===== config.mk =====
export PLATFORM = sky130hd
export DESIGN_NAME = frame_snapshot_writer_flat
export DESIGN_NICKNAME = d
export VERILOG_FILES = /design/src/rtl/frame_snapshot_writer_if.sv /design/src/rtl/frame_snapshot_writer.sv /design/src/flat_wrapper.sv
export SDC_FILE = /design/constraint.sdc
export NUM_CORES = 1
export LEC_CHECK = 0
export ABC_AREA = 0
export BUFFER_PORTS_ARGS = -buffer_cell sky130_fd_sc_hd__buf_2
export CORE_UTILIZATION = 43
export CTS_CLUSTER_DIAMETER = 60
export CTS_CLUSTER_SIZE = 16
export DETAILED_ROUTE_END_ITERATION = 6
export GPL_TIMING_DRIVEN = 0
export PLACE_DENSITY = 0.64
export SLEW_MARGIN = 10
export SYNTH_ARGS = -nofsm -noshare
export SYNTH_HDL_FRONTEND = slang
export SYNTH_SLANG_ARGS = --single-unit

===== constraint.sdc =====
create_clock -name clk -period 3.75 [get_ports clk]
set_clock_uncertainty 0.15 [all_clocks]
set_input_delay 0.75 -clock clk [delete_from_list [all_inputs] [get_ports clk]]
set_output_delay 0.75 -clock clk [all_outputs]
set_load 0.005 [all_outputs]

===== src/rtl/frame_snapshot_writer_if.sv =====
// Camera-side pixel stream feeding the frame snapshot writer.
interface frame_snapshot_writer_if #(
  parameter int unsigned PIXEL_WIDTH = 4
);
  logic [PIXEL_WIDTH-1:0] pix_data;
  logic                   pix_valid;
  logic                   pix_sof;

  modport master (output pix_data, output pix_valid, output pix_sof);
  modport slave  (input  pix_data, input  pix_valid, input  pix_sof);
endinterface


===== src/rtl/frame_snapshot_writer.sv =====
// Captures one raster-order frame of grayscale pixels into the static BRAM,
// then freezes it (static_bram_rdy=1) until the correlator reports it consumed.
module frame_snapshot_writer #(
  parameter int unsigned VGA_WIDTH      = 640,
  parameter int unsigned VGA_HEIGHT     = 480,
  parameter int unsigned ADDR_WIDTH     = 19,
  parameter int unsigned PIXEL_WIDTH    = 4,
  parameter int unsigned DROP_CNT_WIDTH = 8
) (
  input  logic                      clk,
  input  logic                      rst_n,
  frame_snapshot_writer_if.slave    pix,
  input  logic                      consume_done,
  output logic                      bram_we,
  output logic [ADDR_WIDTH-1:0]     bram_addr,
  output logic [PIXEL_WIDTH-1:0]    bram_data,
  output logic                      static_bram_rdy,
  output logic                      capturing,
  output logic [DROP_CNT_WIDTH-1:0] frames_dropped
);

  localparam logic [ADDR_WIDTH-1:0] LAST_IDX = ADDR_WIDTH'(VGA_WIDTH * VGA_HEIGHT - 1);

  typedef enum logic [1:0] {WAIT_SOF, CAPTURE, HOLD} state_t;

  state_t                    state_q;
  logic                      we_q;
  logic [ADDR_WIDTH-1:0]     addr_q;
  logic [PIXEL_WIDTH-1:0]    data_q;
  logic                      rdy_q;
  logic                      cap_q;
  logic [DROP_CNT_WIDTH-1:0] drop_q;

  logic                      accept_d;
  logic [ADDR_WIDTH-1:0]     idx_d;

  // Pixel acceptance and next raster index; addr_q doubles as the pixel counter
  // since it always holds the index of the most recent write.
  always_comb begin
    accept_d = pix.pix_valid &&
               ((state_q == CAPTURE) || ((state_q == WAIT_SOF) && pix.pix_sof));
    idx_d    = pix.pix_sof ? '0 : addr_q + ADDR_WIDTH'(1);
  end

  // Capture FSM with registered write port and status outputs.
  always_ff @(posedge clk) begin
    if (!rst_n) begin
      state_q <= WAIT_SOF;
      we_q    <= 1'b0;
      addr_q  <= '0;
      data_q  <= '0;
      rdy_q   <= 1'b0;
      cap_q   <= 1'b0;
      drop_q  <= '0;
    end else begin
      we_q <= 1'b0;
      if (accept_d) begin
        we_q   <= 1'b1;
        addr_q <= idx_d;
        data_q <= pix.pix_data;
        // rdy rises together with the final write strobe, never ahead of it.
        if (idx_d == LAST_IDX) begin
          state_q <= HOLD;
          rdy_q   <= 1'b1;
          cap_q   <= 1'b0;
        end else begin
          state_q <= CAPTURE;
          cap_q   <= 1'b1;
        end
      end else if (state_q == HOLD) begin
        if (pix.pix_valid && pix.pix_sof && (drop_q != '1)) begin
          drop_q <= drop_q + DROP_CNT_WIDTH'(1);
        end
        if (consume_done) begin
          state_q <= WAIT_SOF;
          rdy_q   <= 1'b0;
        end
      end
    end
  end

  assign bram_we         = we_q;
  assign bram_addr       = addr_q;
  assign bram_data       = data_q;
  assign static_bram_rdy = rdy_q;
  assign capturing       = cap_q;
  assign frames_dropped  = drop_q;

endmodule


===== src/flat_wrapper.sv =====
// flat-port wrapper written by rule: the top's interface ports become plain ports
module frame_snapshot_writer_flat 
#(
  parameter int unsigned VGA_WIDTH      = 640,
  parameter int unsigned VGA_HEIGHT     = 480,
  parameter int unsigned ADDR_WIDTH     = 19,
  parameter int unsigned PIXEL_WIDTH    = 4,
  parameter int unsigned DROP_CNT_WIDTH = 8
)
  (clk, rst_n, consume_done, bram_we, bram_addr, bram_data, static_bram_rdy, capturing, frames_dropped, pix_pix_data, pix_pix_valid, pix_pix_sof);
  frame_snapshot_writer_if #(.PIXEL_WIDTH(PIXEL_WIDTH)) pix_i ();
  input  logic clk;
  input  logic rst_n;
  input  logic consume_done;
  output logic bram_we;
  output logic [ADDR_WIDTH-1:0] bram_addr;
  output logic [PIXEL_WIDTH-1:0] bram_data;
  output logic static_bram_rdy;
  output logic capturing;
  output logic [DROP_CNT_WIDTH-1:0] frames_dropped;
  input wire logic [$bits(pix_i.pix_data)-1:0] pix_pix_data;
  input wire logic [$bits(pix_i.pix_valid)-1:0] pix_pix_valid;
  input wire logic [$bits(pix_i.pix_sof)-1:0] pix_pix_sof;
  assign pix_i.pix_data = pix_pix_data;
  assign pix_i.pix_valid = pix_pix_valid;
  assign pix_i.pix_sof = pix_pix_sof;
  frame_snapshot_writer #(.VGA_WIDTH(VGA_WIDTH), .VGA_HEIGHT(VGA_HEIGHT), .ADDR_WIDTH(ADDR_WIDTH), .PIXEL_WIDTH(PIXEL_WIDTH), .DROP_CNT_WIDTH(DROP_CNT_WIDTH)) u_core (.clk(clk), .rst_n(rst_n), .pix(pix_i), .consume_done(consume_done), .bram_we(bram_we), .bram_addr(bram_addr), .bram_data(bram_data), .static_bram_rdy(static_bram_rdy), .capturing(capturing), .frames_dropped(frames_dropped));
endmodule

==> flow_summary.toml, run 1 <==
[synth]
synthArstFlopShare_pct = 0
synth_fp_nets = 257
yosysSeqAreaShare_pct = 36.0
synthTopCellsByArea = "dfxtp_1, a21boi_0, o21ai_0"
synth_seq_cells = 36
netlist_instances = 246
synth_top_area_cell = "dfxtp_1"
synth_edf_count = 0
synth_top_area_share_pct = 36.0
synth.avg_cell_area_um2 = 8.14
synth_area_um2 = 2000
ys_warn_count = 0
ys_types = 43
synth-main-ff-cell = "dfxtp_1"

[clocking]
cts_buffers = 5
post_cts_buffers = 0
worstSkewPairLatency_ns = 0.29
cts_tree = "built"
cts.sinks = 36
clock-root-buffer = "clkbuf_8"
postCtsHoldBufs = 0
htreeDepth = 2
post_cts_resized = 0
clk_pin_slew_worst_paths_ns = 0.07
cts_buffer_depth = 2

[place]
post-place-ws_ns = 1.13
numPortBuffers = 42
hpwlAfterDp_mm = 3.52
place.gp.congestion = 0.933

[pwr]
power_leakage_nw = 0.914
ir_drop_v = 0.000204
p_per_area_nw_per_um2 = 308

[timing]
whs_ns = 0.318
tightest_slew_ns = 0.558
slew_headroom_pct = 62.8
rsz0062_at_grt = "false"
slew_viol_final = 0
hold_violations = 0
finalCritPeriodShare_pct = 70.6
worst_slack_ns = 1.10
tns_ns = 0
setup_viol = 0
fmax_mhz = 378
period_minus_slack_ns = 2.65

[route]
ant_nets = 0
firstDrtPassIters = 4
drt_iter0_drc = 187
drc = 0
viasPerCell = 5.61
avgRoutedWirePerCell_um = 14.4
wirelength_mm = 5.01
num_vias = 1953

[run_status]
status = "completed"

[final_layout]
regArea_um2 = 721
final_util_pct = 53.7
drive_gt1_share_pct = 20.6
final_nets = 306
antenna_cells = 0
final_common_cell = "buf_2"
syn_to_final_growth_pct = 18.4
layout_common_cells = "buf_2, dfxtp_1, nand2_1, o21ai_0"
multiInputGateArea_um2 = 1200
nFillCells = 425

[worst_setup_path]
worstPathMaxFanout = 9
arrival_ns = 2.68
cpPeakStageDelay_ns = 0.50
cpMaxStageDelayCell = "dfxtp_1"
setup.worst_path.start_class = "flip-flop"
crit_required_ns = 3.78
path_cells = "ha_1 -> nand4_1 -> or3_1 -> a21o_1 -> a2111oi_4 -> a41oi_1 -> o21a_1"
end_kind = "flip-flop"
path_class = "flip-flop to flip-flop"

[die]
dieArea_um2 = 4930
core-area_um2 = 4410
chipHeight_um = 70.2
placement_rows = 24
pin_count = 43
dieWidth_um = 70.2
initial_core_util_pct = 45.4

[global_routing]
grt_pass1_vias = 1796
overflow = 0
grt_max_degree = 12
antenna_found_initial = 0
grt_pass1_wl_mm = 8.59
grt_use_total_pct = 22.0

[hold_path]
hold_class = "flip-flop to flip-flop"

[job]
maxCapViolCount = 0
-- cell families (layout without fill, tap and decap cells) --
kind of cell               after synthesis  count (layout)  share of synthesized area, %
DFF                                     36              36                          36.0
buffers and inverters                   19              69                          4.00
and+or+nand+nor                        113             113                          31.9
adders and majority gates                2               2                          1.25
muxes                                    1               1                         0.500
AOI/OAI and AO/OA                       63              63                          21.1
xor gates and xnor gates                12              12                          5.25
-- report_power, final --
| part | internal, mW | leakage (nW) | switching (mW) | total (mW) |
|---|---|---|---|---|
| Sequential | 0.387 | 0.291 | 0.00374 | 0.391 |
| Clock | 0.149 | 0.0445 | 0.140 | 0.290 |
| Combinational | 0.0190 | 0.578 | 0.0311 | 0.0501 |
-- per-layer routing --
layer | global-route usage (%) | share of wire, % | vias to the layer above
met5 | 0 | 0 | -
met2 | 33.0 | 43 | 55
li1 | - | - | 987
met4 | 7.56 | 1.8 | 0
met3 | 5.19 | 5.1 | 8
met1 | 30.9 | 50 | 903
-- worst paths after layout --
path	start	endpoint	slack [ns]	cells past startpoint
hold / removal	u_core.bram_data[1]	u_core.bram_data[1]	0.32	2
setup reg to reg	u_core.bram_addr[0]	u_core.capturing	1.10	7
setup / recovery	u_core.bram_addr[0]	u_core.capturing	1.10	7
hold reg to reg	u_core.bram_data[1]	u_core.bram_data[1]	0.32	2
-- Yosys cell counts (4+ instances only) --
library cell  instances
o21ai_0              21
buf_2                 4
a21oi_1               7
xnor2_1               7
nand2b_1              4
nand2_1              24
nand4_1              15
dfxtp_1              36
nor2b_1               9
nor2_1               14
and2_1               12
a21boi_0             15
nand3_1               7
nor3_1                5
clkbuf_1             11
nor4_1                4
xor2_1                5
-- state kept, by name, summed over array words and instances (netlist names) --
name	count
u_core.capturing	1
u_core.bram_data	4
u_core.state_q	2
u_core.frames_dropped	8
u_core.static_bram_rdy	1
u_core.bram_we	1
u_core.bram_addr	19
-- critical path, delay by kind of cell, from the launching register on --
family	cells	cell delay [ns]
flops	1	0.50
simple gates	2	0.74
fa+ha+maj	1	0.29
compound gates	4	0.86
-- through the flow --
stage	cells	total power [mW]	area, um2
2_1_floorplan	246	0.428	2000
5_1_grt	348	0.765	2370
4_1_cts	348	0.742	2370
6_report	348	0.731	2370
3_3_place_gp	340	0.449	2280
3_5_place_dp	340	0.450	2280
-- area by class of cell --
| class | count | area share (%) |
|---|---|---|
| clock buffers | 7 | 3.64 |
| well taps | 52 | 2.74 |
| inverters | 3 | 0.475 |
| flip-flops and latches | 36 | 30.4 |
| repair buffers | 42 | 8.87 |
| multi-input cells | 191 | 50.7 |
| clock inverters | 1 | 0.317 |
| plain buffers | 16 | 2.90 |
Note: power is estimated with default switching activity, not from simulation.
==> run 2, diff against run 1 <==
--- a/config.mk
+++ b/config.mk
@@ -12,7 +12,7 @@
 export CTS_CLUSTER_SIZE = 16
 export DETAILED_ROUTE_END_ITERATION = 6
 export GPL_TIMING_DRIVEN = 0
-export PLACE_DENSITY = 0.64
+export PLACE_DENSITY = 0.67
 export SLEW_MARGIN = 10
 export SYNTH_ARGS = -nofsm -noshare
 export SYNTH_HDL_FRONTEND = slang
==> constraint.sdc (replaced) <==
create_clock -name clk -period 2.2 [get_ports clk]
set_clock_uncertainty 0.15 [all_clocks]
set_input_delay 0.44 -clock clk [delete_from_list [all_inputs] [get_ports clk]]
set_output_delay 0.44 -clock clk [all_outputs]
set_load 0.005 [all_outputs]
==> run 2 against run 1 <==
The flow now finishes with violations (negative setup slack). Wire length increased by 9.0%. Sequential share of layout area decreased by 1.6 points. Global-route usage increased by 0.92 points. Worst hold slack got worse by 0.078 ns. Via count increased by 7.0%. Cell count increased by 3.2%. Critical path depth unchanged. Core utilization increased by 3.8 points. Final area increased by 7.0%. Combinational power increased by 84%.
==> flow_summary.toml, run 2 (synthesis results as in run 1) <==
[place]
dp_cells = 340
place_area_um2 = 2280
post-place-ws_ns = -0.274
place.gp.congestion = 0.886
hpwlAfterDp_mm = 3.64
numPortBuffers = 42

[route]
viasPerCell = 5.82
ant_nets = 0
avgRoutedWirePerCell_um = 15.2
wirelength_mm = 5.46
drt_iter0_drc = 210
firstDrtPassIters = 5
drc = 0
num_vias = 2089

[worst_setup_path]
path_class = "flip-flop to flip-flop"
setup.worst_path.start_class = "flip-flop"
crit_required_ns = 2.24
end_kind = "flip-flop"
path_cells = "ha_4 -> nand4_1 -> or3_1 -> a21o_1 -> a2111oi_4 -> a41oi_2 -> o21a_1"
worstPathMaxFanout = 5
cpLargestDelayFamily = "compound AO/OA/AOI/OAI gates"
arrival_ns = 2.27
cpMaxStageDelayCell = "dfxtp_4"
critical_path_buf_inv_count = 0
cpPeakStageDelay_ns = 0.38

[pwr]
power_frac_seq_pct = 49.4
p_sw_mw = 0.313
p_int_mw = 1.03
ir_drop_v = 0.000354
p_per_area_nw_per_um2 = 530
combPwrFrac_pct = 6.9
pwr-share-clk_pct = 43.8
power_leakage_nw = 0.999
switching_share_pct = 23.3
power_mw = 1.34

[die]
chipHeight_um = 70.2
dieArea_um2 = 4930
dieWidth_um = 70.2
placement_rows = 24
initial_core_util_pct = 45.4
core-area_um2 = 4410
pin_count = 43

[final_layout]
nFillCells = 439
final_area_um2 = 2540
final_common_cell = "buf_2"
drive_gt1_share_pct = 26.7
final_cells = 359
syn_to_final_growth_pct = 26.7
largest_reg_flops = 19
final_nets = 317
layout_common_cells = "buf_2, dfxtp_1, nand2_1, o21ai_0"
antenna_cells = 0

[global_routing]
antenna_found_initial = 0
grt_pass1_wl_mm = 8.98
grt_pass1_vias = 1833
overflow = 0
grt_max_degree = 12
grt_use_total_pct = 23.0

[clocking]
postCtsHoldBufs = 0
cts.sinks = 36
worstSkewPairLatency_ns = 0.30
htreeDepth = 2
clock-root-buffer = "clkbuf_8"
cts_buffers = 5
cts_buffer_depth = 2
clk_pin_slew_worst_paths_ns = 0.07
cts_tree = "built"

[run_status]
failed_checks = "negative setup slack"
status = "complete, but fails checks"

[timing]
slew_headroom_pct = 66.9
setup_viol = 2
finalCritPeriodShare_pct = 102
slew_viol_final = 0
fmax_mhz = 447
tns_ns = -0.0684
worst_slack_ns = -0.0350
rsz0062_at_grt = "true"
tightest_slew_ns = 0.496
hold_violations = 0
period_minus_slack_ns = 2.23

[job]
maxCapViolCount = 0

[hold_path]
hold_class = "input pin to flip-flop"
-- run 2: cell types whose count changed in the layout (fill, tap and decap cells not counted), sizes merged --
cell | previous run | this run
buf | 47 | 58
bufinv | 0 | 1
clkbuf | 18 | 17
clkinv | 0 | 1
clkinvlp | 1 | 0
-- run 2: tightest hold or removal path: cells and delay by family --
family / cells / cell delay, ns
AO/OA/AOI/OAI: 1 / 0.06
buffers and inverters: 1 / 0.09
AND/OR/NAND/NOR: 1 / 0.04
-- run 2: repair_timing --
item | in CTS | in global routing
setup buffers | 7 | 4
hold endpoints to repair | 0 | 0
setup endpoints to repair | 4 | 5
resized for setup | 8 | 6
pin swaps | 3 | 7
-- run 2: power by group through the flow --
stage	Combinational, mW	Clock, mW	Sequential, mW
floorplan	0.0478	0	0.682
global placement	0.0837	0	0.682
detailed placement	0.0847	0	0.682
CTS	0.0919	0.597	0.664
global route	0.102	0.617	0.664
finish	0.0923	0.589	0.664
-- run 2: area by class of cell --
class | instances | area, um2 | area share [%]
plain buffers | 16 | 75.1 | 2.96
clock buffers | 6 | 72.6 | 2.86
clock inverters | 2 | 35.0 | 1.38
inverters | 3 | 11.3 | 0.444
multi-input cells | 191 | 1250 | 49.3
flip-flops and latches | 36 | 731 | 28.8
well taps | 52 | 65.1 | 2.56
repair buffers | 53 | 297 | 11.7
-- run 2: worst paths after layout --
path                             from             endpoint  slack, ns  cells after the start
setup reg to reg  u_core.bram_addr[1]     u_core.capturing      -0.03                      7
hold reg to reg   u_core.bram_data[1]  u_core.bram_data[1]       0.31                      2
setup / recovery  u_core.bram_addr[1]     u_core.capturing      -0.03                      7
hold / removal        pix_pix_data[3]  u_core.bram_data[3]       0.24                      3
-- run 2: layer usage --
metal / vias up / wire, um / GRT usage [%]
li1: 1011 / - / -
met2: 89 / 2430 / 34.8
met5: - / 0 / 0
met1: 976 / 2550 / 32.0
met3: 13 / 341 / 3.75
met4: 0 / 136 / 10.0
-- run 2: metrics by stage --
stage	hold slack, ns	utilization (%)
5_1_grt	0.262	57.5
3_5_place_dp	0.305	51.7
4_1_cts	0.238	56.3
6_report	0.240	57.5
3_3_place_gp	0.299	51.7
2_1_floorplan	0.301	-
